===== src/rtl/compare_bank.sv =====
// compare_bank: per-channel A/B comparator with a HOLD-sample persistence filter,
// rise/fall pulses and lowest-index winner report. Optional hysteresis: COMPARATOR_HYST_EN.
module compare_bank #(
    parameter int               WIDTH    = 10,
    parameter int               CHANNELS = 4,
    parameter int               HOLD     = 3,
    parameter logic [WIDTH-1:0] HYST     = WIDTH'(4)
) (
    input  logic                           Clock,
    input  logic                           reset,
    input  logic                           en,
    input  logic [2*CHANNELS-1:0]          mode,
    input  logic [WIDTH*CHANNELS-1:0]      A,
    input  logic [WIDTH*CHANNELS-1:0]      B,
    output logic [CHANNELS-1:0]            press,
    output logic [CHANNELS-1:0]            rise,
    output logic [CHANNELS-1:0]            fall,
    output logic                           win_valid,
    output logic [((CHANNELS > 1) ? $clog2(CHANNELS) : 1)-1:0] win_id
);

    localparam int IW = (CHANNELS > 1) ? $clog2(CHANNELS) : 1;
    localparam int CW = $clog2(HOLD + 1);
    localparam logic [CW:0] HOLD_V = (CW + 1)'(HOLD);

    // Output protocol: rise/fall/win_valid are single-cycle strobes with no
    // backpressure; win_id is qualified by win_valid and holds otherwise.

    function automatic logic plain_cmp(input logic [1:0] m,
                                       input logic [WIDTH-1:0] a,
                                       input logic [WIDTH-1:0] b);
        logic r;
        case (m)
            2'b00:   r = (a > b);
            2'b01:   r = (a >= b);
            2'b10:   r = (a < b);
            default: r = (a == b);
        endcase
        return r;
    endfunction

    logic [CHANNELS-1:0] cmp_d;
    logic [CHANNELS-1:0] cmp_q;
    logic [CW-1:0]       cnt   [CHANNELS];
    logic [CW-1:0]       cnt_n [CHANNELS];
    logic [CHANNELS-1:0] press_n;
    logic [CHANNELS-1:0] rise_n;
    logic [CHANNELS-1:0] fall_n;
    logic [IW-1:0]       first_id;

    for (genvar g = 0; g < CHANNELS; g++) begin : g_ch
        logic [WIDTH-1:0] a;
        logic [WIDTH-1:0] b;
        logic [1:0]       m;
        logic             hit;

        assign a = A[WIDTH*g +: WIDTH];
        assign b = B[WIDTH*g +: WIDTH];
        assign m = mode[2*g +: 2];

`ifdef COMPARATOR_HYST_EN
        // One extra bit so A+HYST and B+HYST never wrap.
        logic [WIDTH:0] a_x, b_x, a_h, b_h, diff;
        assign a_x  = {1'b0, a};
        assign b_x  = {1'b0, b};
        assign a_h  = a_x + {1'b0, HYST};
        assign b_h  = b_x + {1'b0, HYST};
        assign diff = (a_x >= b_x) ? (a_x - b_x) : (b_x - a_x);

        always_comb begin
            hit = plain_cmp(m, a, b);
            if (press[g]) begin
                case (m)
                    2'b00:   hit = (a_h > b_x);
                    2'b01:   hit = (a_h >= b_x);
                    2'b10:   hit = (a_x < b_h);
                    default: hit = (diff <= {1'b0, HYST});
                endcase
            end
        end
`else
        always_comb hit = plain_cmp(m, a, b);
`endif

        assign cmp_d[g] = hit;
    end

`ifndef COMPARATOR_HYST_EN
    logic [WIDTH-1:0] unused_hyst;
    assign unused_hyst = HYST;
`endif

    // Persistence filter: press flips on the HOLD-th consecutive disagreeing sample.
    always_comb begin
        press_n = press;
        rise_n  = '0;
        fall_n  = '0;
        for (int i = 0; i < CHANNELS; i++) begin
            cnt_n[i] = cnt[i];
            if (cmp_q[i] == press[i]) begin
                cnt_n[i] = '0;
            end else if (({1'b0, cnt[i]} + 1'b1) == HOLD_V) begin
                press_n[i] = cmp_q[i];
                rise_n[i]  = cmp_q[i];
                fall_n[i]  = ~cmp_q[i];
                cnt_n[i]   = '0;
            end else begin
                cnt_n[i] = cnt[i] + 1'b1;
            end
        end
    end

    always_comb begin
        first_id = '0;
        for (int i = CHANNELS - 1; i >= 0; i--) begin
            if (rise_n[i]) first_id = IW'(i);
        end
    end

    always_ff @(posedge Clock or negedge reset) begin
        if (!reset) begin
            cmp_q     <= '0;
            press     <= '0;
            rise      <= '0;
            fall      <= '0;
            win_valid <= 1'b0;
            win_id    <= '0;
            for (int i = 0; i < CHANNELS; i++) cnt[i] <= '0;
        end else if (en) begin
            cmp_q     <= cmp_d;
            press     <= press_n;
            rise      <= rise_n;
            fall      <= fall_n;
            win_valid <= |rise_n;
            if (|rise_n) win_id <= first_id;
            for (int i = 0; i < CHANNELS; i++) cnt[i] <= cnt_n[i];
        end else begin
            // Frozen: state holds, strobes drop.
            rise      <= '0;
            fall      <= '0;
            win_valid <= 1'b0;
        end
    end

endmodule


===== config.mk =====
export PLATFORM = sky130hd
export DESIGN_NAME = compare_bank
export DESIGN_NICKNAME = d
export VERILOG_FILES = /design/src/rtl/compare_bank.sv
export SDC_FILE = /design/constraint.sdc
export NUM_CORES = 1
export LEC_CHECK = 0
export ABC_AREA = 0
export CORE_ASPECT_RATIO = 1.75
export CORE_MARGIN = 5
export CORE_UTILIZATION = 45
export DETAILED_ROUTE_END_ITERATION = 7
export HOLD_SLACK_MARGIN = 0.15
export PLACE_DENSITY_LB_ADDON = 0.05
export SYNTH_ARGS = -nofsm -noshare
export SYNTH_HDL_FRONTEND = slang
export SYNTH_SLANG_ARGS = --single-unit

===== constraint.sdc =====
create_clock -name Clock -period 2.77 [get_ports Clock]
set_input_delay 0.4155 -clock Clock [delete_from_list [all_inputs] [get_ports Clock]]
set_output_delay 0.4155 -clock Clock [all_outputs]
set_load 0.02 [all_outputs]

==> impl_metrics.csv, run 1 <==
group,metric,value,unit
run_status,outcome,"finished clean",
drt,highest_layer,"met4",
timing,worst_slack,0.692,ns
power,leakage,1.65,nW
grt,grt_pass1_vias,2112,
grt,grt_max_degree,28,
place,place_ws,0.399,ns
layout,drive_above_1_share,0.0554,
flow_run,max_cap_viol_count,0,
floorplan,initial_core_util,0.454,
drt,met1_length,1720,um
logic_synthesis,synth_cell_types,35,
clock_network,cts-resized-gates,0,
clock_network,h-tree-depth,1,
logic_synthesis,synthTopCellsByArea,"dfrtp_1 (30%), ha_1 (23%), inv_1 (8.6%), nand2_1 (3.2%), nand4_1 (3.1%)",
clock_network,clock_sink_count,27,
layout,nFillCells,434,
logic_synthesis,netlist_top_cells_count,"inv_1 (51), ha_1 (40), dfrtp_1 (27)",
drt,drt_iter0_markers,53,
clock_network,numCtsBuffers,3,
floorplan,die_x,63.1,um
timing,tns,0,ns
timing,post-route-period-util,0.750,
timing,final.setup_skew,0.00210,ns
drt,wl_per_cell,12.5,um
power,ir_worst_vdd,0.462,mV
drt,wl_met3,389,um
critical_path,crit_slowest_cell,"or4_1",
drt,vias,2154,
logic_synthesis,synth_top_area_frac,0.304,
timing,hold_viol_final,0,
place,port_buffers,105,
layout,nets,493,
logic_synthesis,ys_ff_latch,27,
drt,postRouteAntennaNets,0,
clock_network,clock_path_buffers,2,
logic_synthesis,synth_top_area_cell,"dfrtp_1",
floorplan,ioPinCount,106,
grt,grt-ovfl-total,0,
logic_synthesis,synth_nets,382,
clock_network,cts_root_buf,"clkbuf_8",
grt,grt_usage,0.156,
clock_network,cts_setup_buffers,0,
layout,n_antenna_cell,0,
place,dpl.hpwl,4740,um
critical_path,worst-path-max-fanout,3,
critical_path,worst-path-buf-inv,2,
place,gp_congestion,0.765,
timing,setup-violations-final,0,
drt,wl_met2,2940,um
logic_synthesis,synth_area,0.00222,sq mm
timing,period_needed,2.08,ns
timing,clock.fmax,0.481,GHz
floorplan,placementRows,34,
grt,grt_pass1_wl,8310,um
place,placed_cell_area,0.00336,sq mm
timing,maxSlewHeadroom,0.695,
drt,route.detailed.drc,0,
power,power_density,423,mW/mm^2
critical_path,worstSetupPathType,"input port to register",
critical_path,crit_chain,"clkdlybuf4s50_1 > inv_1 > ha_1 > nand4_1 > a211oi_1 > a2111oi_1 > or4_1 > nand3_1",
logic_synthesis,synth_flop_cell,"dfrtp_1",
floorplan,die_h,103,um
layout,syn_to_final_growth,53.1,%
logic_synthesis,async_flop_share,1.00,
layout,multi_input_area,0.00134,sq mm
drt,firstDrtPassIters,4,
clock_network,cts_tree,"done",
critical_path,crit_arrival,2.29,ns
timing,slew_viol_final,0,
layout,finalInstanceArea,0.00340,sq mm
clock_network,insertion_delay,0.27,ns
drt,viasPerCell,5.19,
logic_synthesis,synth-edff-count,0,
worst_hold_path,min_path_type,"input port to async pin",
critical_path,required,2.98,ns
layout,seqCellArea,676,sq um
timing,rsz0062_at_grt,"false",
clock_network,clk_pin_slew_worst_paths,0.09,ns
critical_path,worstSetupEndpointType,"register",
logic_synthesis,ys_seq_area_frac,0.304,
logic_synthesis,syn_area_per_cell,8.86,sq um
logic_synthesis,synthMostInstantiatedCell,"inv_1",
critical_path,critPathMaxStageDelay,0.47,ns
floorplan,die-area,0.00650,sq mm
timing,tightest_slew,0.457,ns
critical_path,cp_top_family,"simple AND/OR/NAND/NOR gates",
logic_synthesis,synthCells,251,
clock_network,cts_hold_buf,0,
floorplan,coreArea,0.00489,sq mm
logic_synthesis,yosysWarnings,0,
grt,antenna_found_initial,0,
drt,routed_wl,5190,um
critical_path,cp-start-kind,"input port",
## flip-flops by register name (all words and copies together), names as in the netlist
signal     flops
press          4
rise           4
win_valid      1
fall           4
win_id         2
cnt            8
cmp_q          4
## final timing paths
path | start | end | slack, ns | cells past startpoint
hold / removal | reset | press[1]$_DFFE_PN0P_ | 0.50 | 2
max in group asynchronous | reset | win_id[0]$_DFFE_PN0P_ | 2.01 | 2
min in group Clock | cnt[1]$_DFFE_PN0P_ | cnt[1]$_DFFE_PN0P_ | 0.50 | 1
hold reg to reg | cnt[1]$_DFFE_PN0P_ | cnt[1]$_DFFE_PN0P_ | 0.50 | 1
setup / recovery | B[15] | cmp_q[1]$_DFFE_PN0P_ | 0.69 | 8
setup reg to reg | cnt[6]$_DFFE_PN0P_ | win_id[0]$_DFFE_PN0P_ | 1.15 | 5
## metrics by stage
stage                     hold WS (ns)   util  power (mW)  instances
final                            0.503  0.696        1.44        415
after CTS                        0.501  0.696        1.45        415
after detailed placement         0.489  0.686        1.23        411
after global placement           0.490  0.686        1.21        411
after floorplan                  0.120      -       0.933        251
after global routing             0.525  0.696        1.55        415
## power by group
group	switching [mW]	internal, mW	leakage [nW]	total (mW)
registers	0.112	0.490	0.362	0.603
clock network	0.119	0.101	0.0255	0.220
logic	0.259	0.360	1.26	0.619
total	0.491	0.951	1.65	1.44
## layout make-up
class                   instances  share of cell area
multi-input cells             170               0.394
clock inverters                 1             0.00147
flip-flops and latches         27               0.198
repair buffers                109               0.318
clock buffers                   3              0.0121
well taps                      54              0.0198
inverters                      51              0.0562
## kinds of logic (layout without fill, tap and decap cells)
| family | Yosys count | after routing | synth area share |
|---|---|---|---|
| mux | 9 | 9 | 0.0450 |
| flops | 27 | 27 | 0.304 |
| xor+xnor | 4 | 4 | 0.0158 |
| compound gates | 36 | 36 | 0.105 |
| fa+ha+maj | 40 | 40 | 0.225 |
| simple gates | 81 | 81 | 0.213 |
| buf+inv | 54 | 164 | 0.0923 |
## layer usage
metal | global-route usage | up-vias
met2 | 0.327 | 72
met4 | 0.0654 | 0
met5 | 0 | -
met1 | 0.135 | 974
li1 | - | 1098
met3 | 0.0349 | 10
## placed cells by master (no fill, tap or decap), types with 2 or more instances in the layout
cell and n:
or4_1 4, nor2_1 7, nand3_1 8, mux2i_1 4
nor3b_1 3, o21ai_0 4, clkdlybuf4s50_1 105, nand4b_1 4
a211oi_1 8, ha_1 40, nand4_1 11, xor2_1 4
nor2b_1 2, a2111oi_1 4, buf_4 4, a31oi_1 2
inv_1 51, nor3b_2 2, mux2_2 4, dfrtp_1 27
nand2_2 2, o21ai_1 4, nand2_1 19, clkbuf_8 3
nor3_1 8, o31ai_1 3, nand2b_1 6, a21oi_1 9
No activity file was read; power rests on OpenSTA's default activity.
==> run 2, diff against run 1 <==
--- a/config.mk
+++ b/config.mk
@@ -8,7 +8,7 @@
 export ABC_AREA = 0
 export CORE_ASPECT_RATIO = 1.75
 export CORE_MARGIN = 5
-export CORE_UTILIZATION = 45
+export CORE_UTILIZATION = 38
 export DETAILED_ROUTE_END_ITERATION = 7
 export HOLD_SLACK_MARGIN = 0.15
 export PLACE_DENSITY_LB_ADDON = 0.05
==> constraint.sdc (replaced) <==
create_clock -name Clock -period 1.9 [get_ports Clock]
set_input_delay 0.285 -clock Clock [delete_from_list [all_inputs] [get_ports Clock]]
set_output_delay 0.285 -clock Clock [all_outputs]
set_load 0.02 [all_outputs]
==> run 2 against run 1 <==
Effect of this change: die area grew 16%; first-iteration DRC count grew 28%; non-clock buffer count grew 18; clock-buffer cell count grew 1; setup slack lost 0.67 ns; cell area grew 23%; global-route usage shrank 0.75 points; largest power group unchanged.
==> impl_metrics.csv, run 2 (synthesized netlist as in run 1, its figures left out) <==
group,metric,value,unit
run_status,outcome,"finished clean",
clock_network,cts_hold_buf,0,
layout,n_antenna_cell,0,
drt,postRouteAntennaNets,0,
place,dpl.hpwl,4870,um
place,place_inst,449,
critical_path,critPathLaunch,"A[16]",
drt,routed_wl,6280,um
drt,viasPerCell,4.94,
place,placed_cell_area,0.00349,sq mm
grt,grt-ovfl-total,0,
critical_path,worstSetupPathType,"input port to register",
timing,final.setup_skew,0.00220,ns
timing,slew_viol_final,0,
timing,clock.fmax,0.532,GHz
critical_path,crit_chain,"clkdlybuf4s50_1 > ha_1 > nand4_1 > a211oi_2 > a2111oi_4 > or4_1 > nand3_1",
floorplan,initial_core_util,0.384,
drt,firstDrtPassIters,4,
layout,syn_to_final_growth,88.6,%
grt,grt_pass1_vias,2155,
timing,period_needed,1.88,ns
flow_run,max_cap_viol_count,0,
power,power_density,541,mW/mm^2
worst_hold_path,min_path_type,"input port to async pin",
drt,wl_per_cell,13.7,um
place,place_ws,-0.374,ns
floorplan,die-area,0.00754,sq mm
timing,maxSlewHeadroom,0.771,
floorplan,ioPinCount,106,
timing,worst_slack,0.0210,ns
clock_network,clk_pin_slew_worst_paths,0.09,ns
floorplan,placementRows,37,
clock_network,h-tree-depth,1,
place,port_buffers,105,
timing,tightest_slew,0.344,ns
floorplan,die_x,67.8,um
clock_network,insertion_delay,0.27,ns
place,gp_congestion,0.785,
grt,antenna_found_initial,0,
clock_network,cts_root_buf,"clkbuf_8",
drt,vias,2258,
floorplan,coreArea,0.00579,sq mm
layout,layout_common_cells,"dlymetal6s2s_1 (59), clkdlybuf4s50_1 (46), inv_2 (29), ha_4 (29), dfrtp_1 (27)",
critical_path,cp-start-kind,"input port",
critical_path,critPathMaxStageDelay,0.52,ns
critical_path,crit_arrival,2.09,ns
critical_path,rr_worst_depth,5,
timing,setup-violations-final,0,
layout,final_common_cell,"dlymetal6s2s_1",
power,ir_worst_vdd,0.311,mV
clock_network,cts_tree,"done",
power,total_power,2.27,mW
critical_path,worst-path-max-fanout,2,
clock_network,clock_sink_count,27,
clock_network,numCtsBuffers,3,
floorplan,die_h,111,um
layout,largest_reg_flops,8,
layout,nets,511,
critical_path,crit_slowest_cell,"or4_1",
grt,grt_max_degree,28,
grt,grt_pass1_wl,8710,um
layout,finalInstanceArea,0.00419,sq mm
layout,nFillCells,409,
drt,drt_iter0_markers,68,
timing,hold_viol_final,0,
power,leakage,2.26,nW
critical_path,r2r-start,"cnt[1]$_DFFE_PN0P_",
drt,route.detailed.drc,0,
critical_path,worstSetupEndpointType,"register",
clock_network,clock_path_buffers,2,
layout,drive_above_1_share,0.290,
layout,utilization,0.725,
layout,finalNonFillerCells,457,
layout,top_register,"cnt",
timing,post-route-period-util,0.989,
grt,grt_usage,0.148,
critical_path,required,2.11,ns
run 2: changes by cell type in the layout (fill, tap and decap cells not counted), moves of 29 or more:
cell / change
clkdlybuf4s50_1: -59
dlymetal6s2s_1: +59
ha_1: -29
ha_4: +29
inv_1: -29
inv_2: +29
run 2: worst paths after layout:
check | to | slack (ns)
setup / recovery | cmp_q[1]$_DFFE_PN0P_ | 0.02
hold / removal | press[1]$_DFFE_PN0P_ | 0.38
setup reg to reg | win_id[0]$_DFFE_PN0P_ | 0.38
hold reg to reg | cnt[6]$_DFFE_PN0P_ | 0.50
max in group asynchronous | win_valid$_DFF_PN0_ | 1.26
min in group Clock | cnt[6]$_DFFE_PN0P_ | 0.50
run 2: timing repair:
item / CTS / global route
setup buffers: 1 / 3
pin swaps: 2 / 29
gates resized for setup: 8 / 127
setup endpoints to repair: 4 / 4
run 2: critical path, delay by kind of cell:
kind	cells	cell delay [ns]
and+or+nand+nor	3	0.77
buffers and inverters	1	0.41
AOI/OAI and AO/OA	2	0.34
adders and majority gates	1	0.28
run 2: final cells by class:
| cell class | count | area (sq um) | area share |
|---|---|---|---|
| multi-input cells | 170 | 1820 | 0.434 |
| repair buffers | 127 | 1360 | 0.325 |
| well taps | 78 | 97.6 | 0.0233 |
| inverters | 51 | 191 | 0.0457 |
| clock buffers | 4 | 45.0 | 0.0107 |
| flip-flops and latches | 27 | 676 | 0.161 |
run 2: metrics by stage:
stage / hold WS (ns) / setup TNS (ns)
floorplan: -0.0106 / 0
global placement: 0.477 / -1.26
detailed placement: 0.491 / -1.38
CTS: 0.398 / -0.00317
global route: 0.411 / -0.00913
finish: 0.384 / 0
run 2: where the power goes:
part | total [mW] | leakage, nW | internal [mW] | switching, mW
logic | 1.07 | 1.87 | 0.614 | 0.457
registers | 0.875 | 0.362 | 0.715 | 0.161
clock network | 0.324 | 0.0228 | 0.150 | 0.174
total | 2.27 | 2.26 | 1.48 | 0.792
run 2: metal layers:
metal | GRT usage | routed length, um | vias up
met5 | 0 | 0 | -
met4 | 0.0744 | 178 | 0
met3 | 0.0264 | 371 | 10
met2 | 0.295 | 3610 | 70
met1 | 0.130 | 2130 | 1042
li1 | - | - | 1136
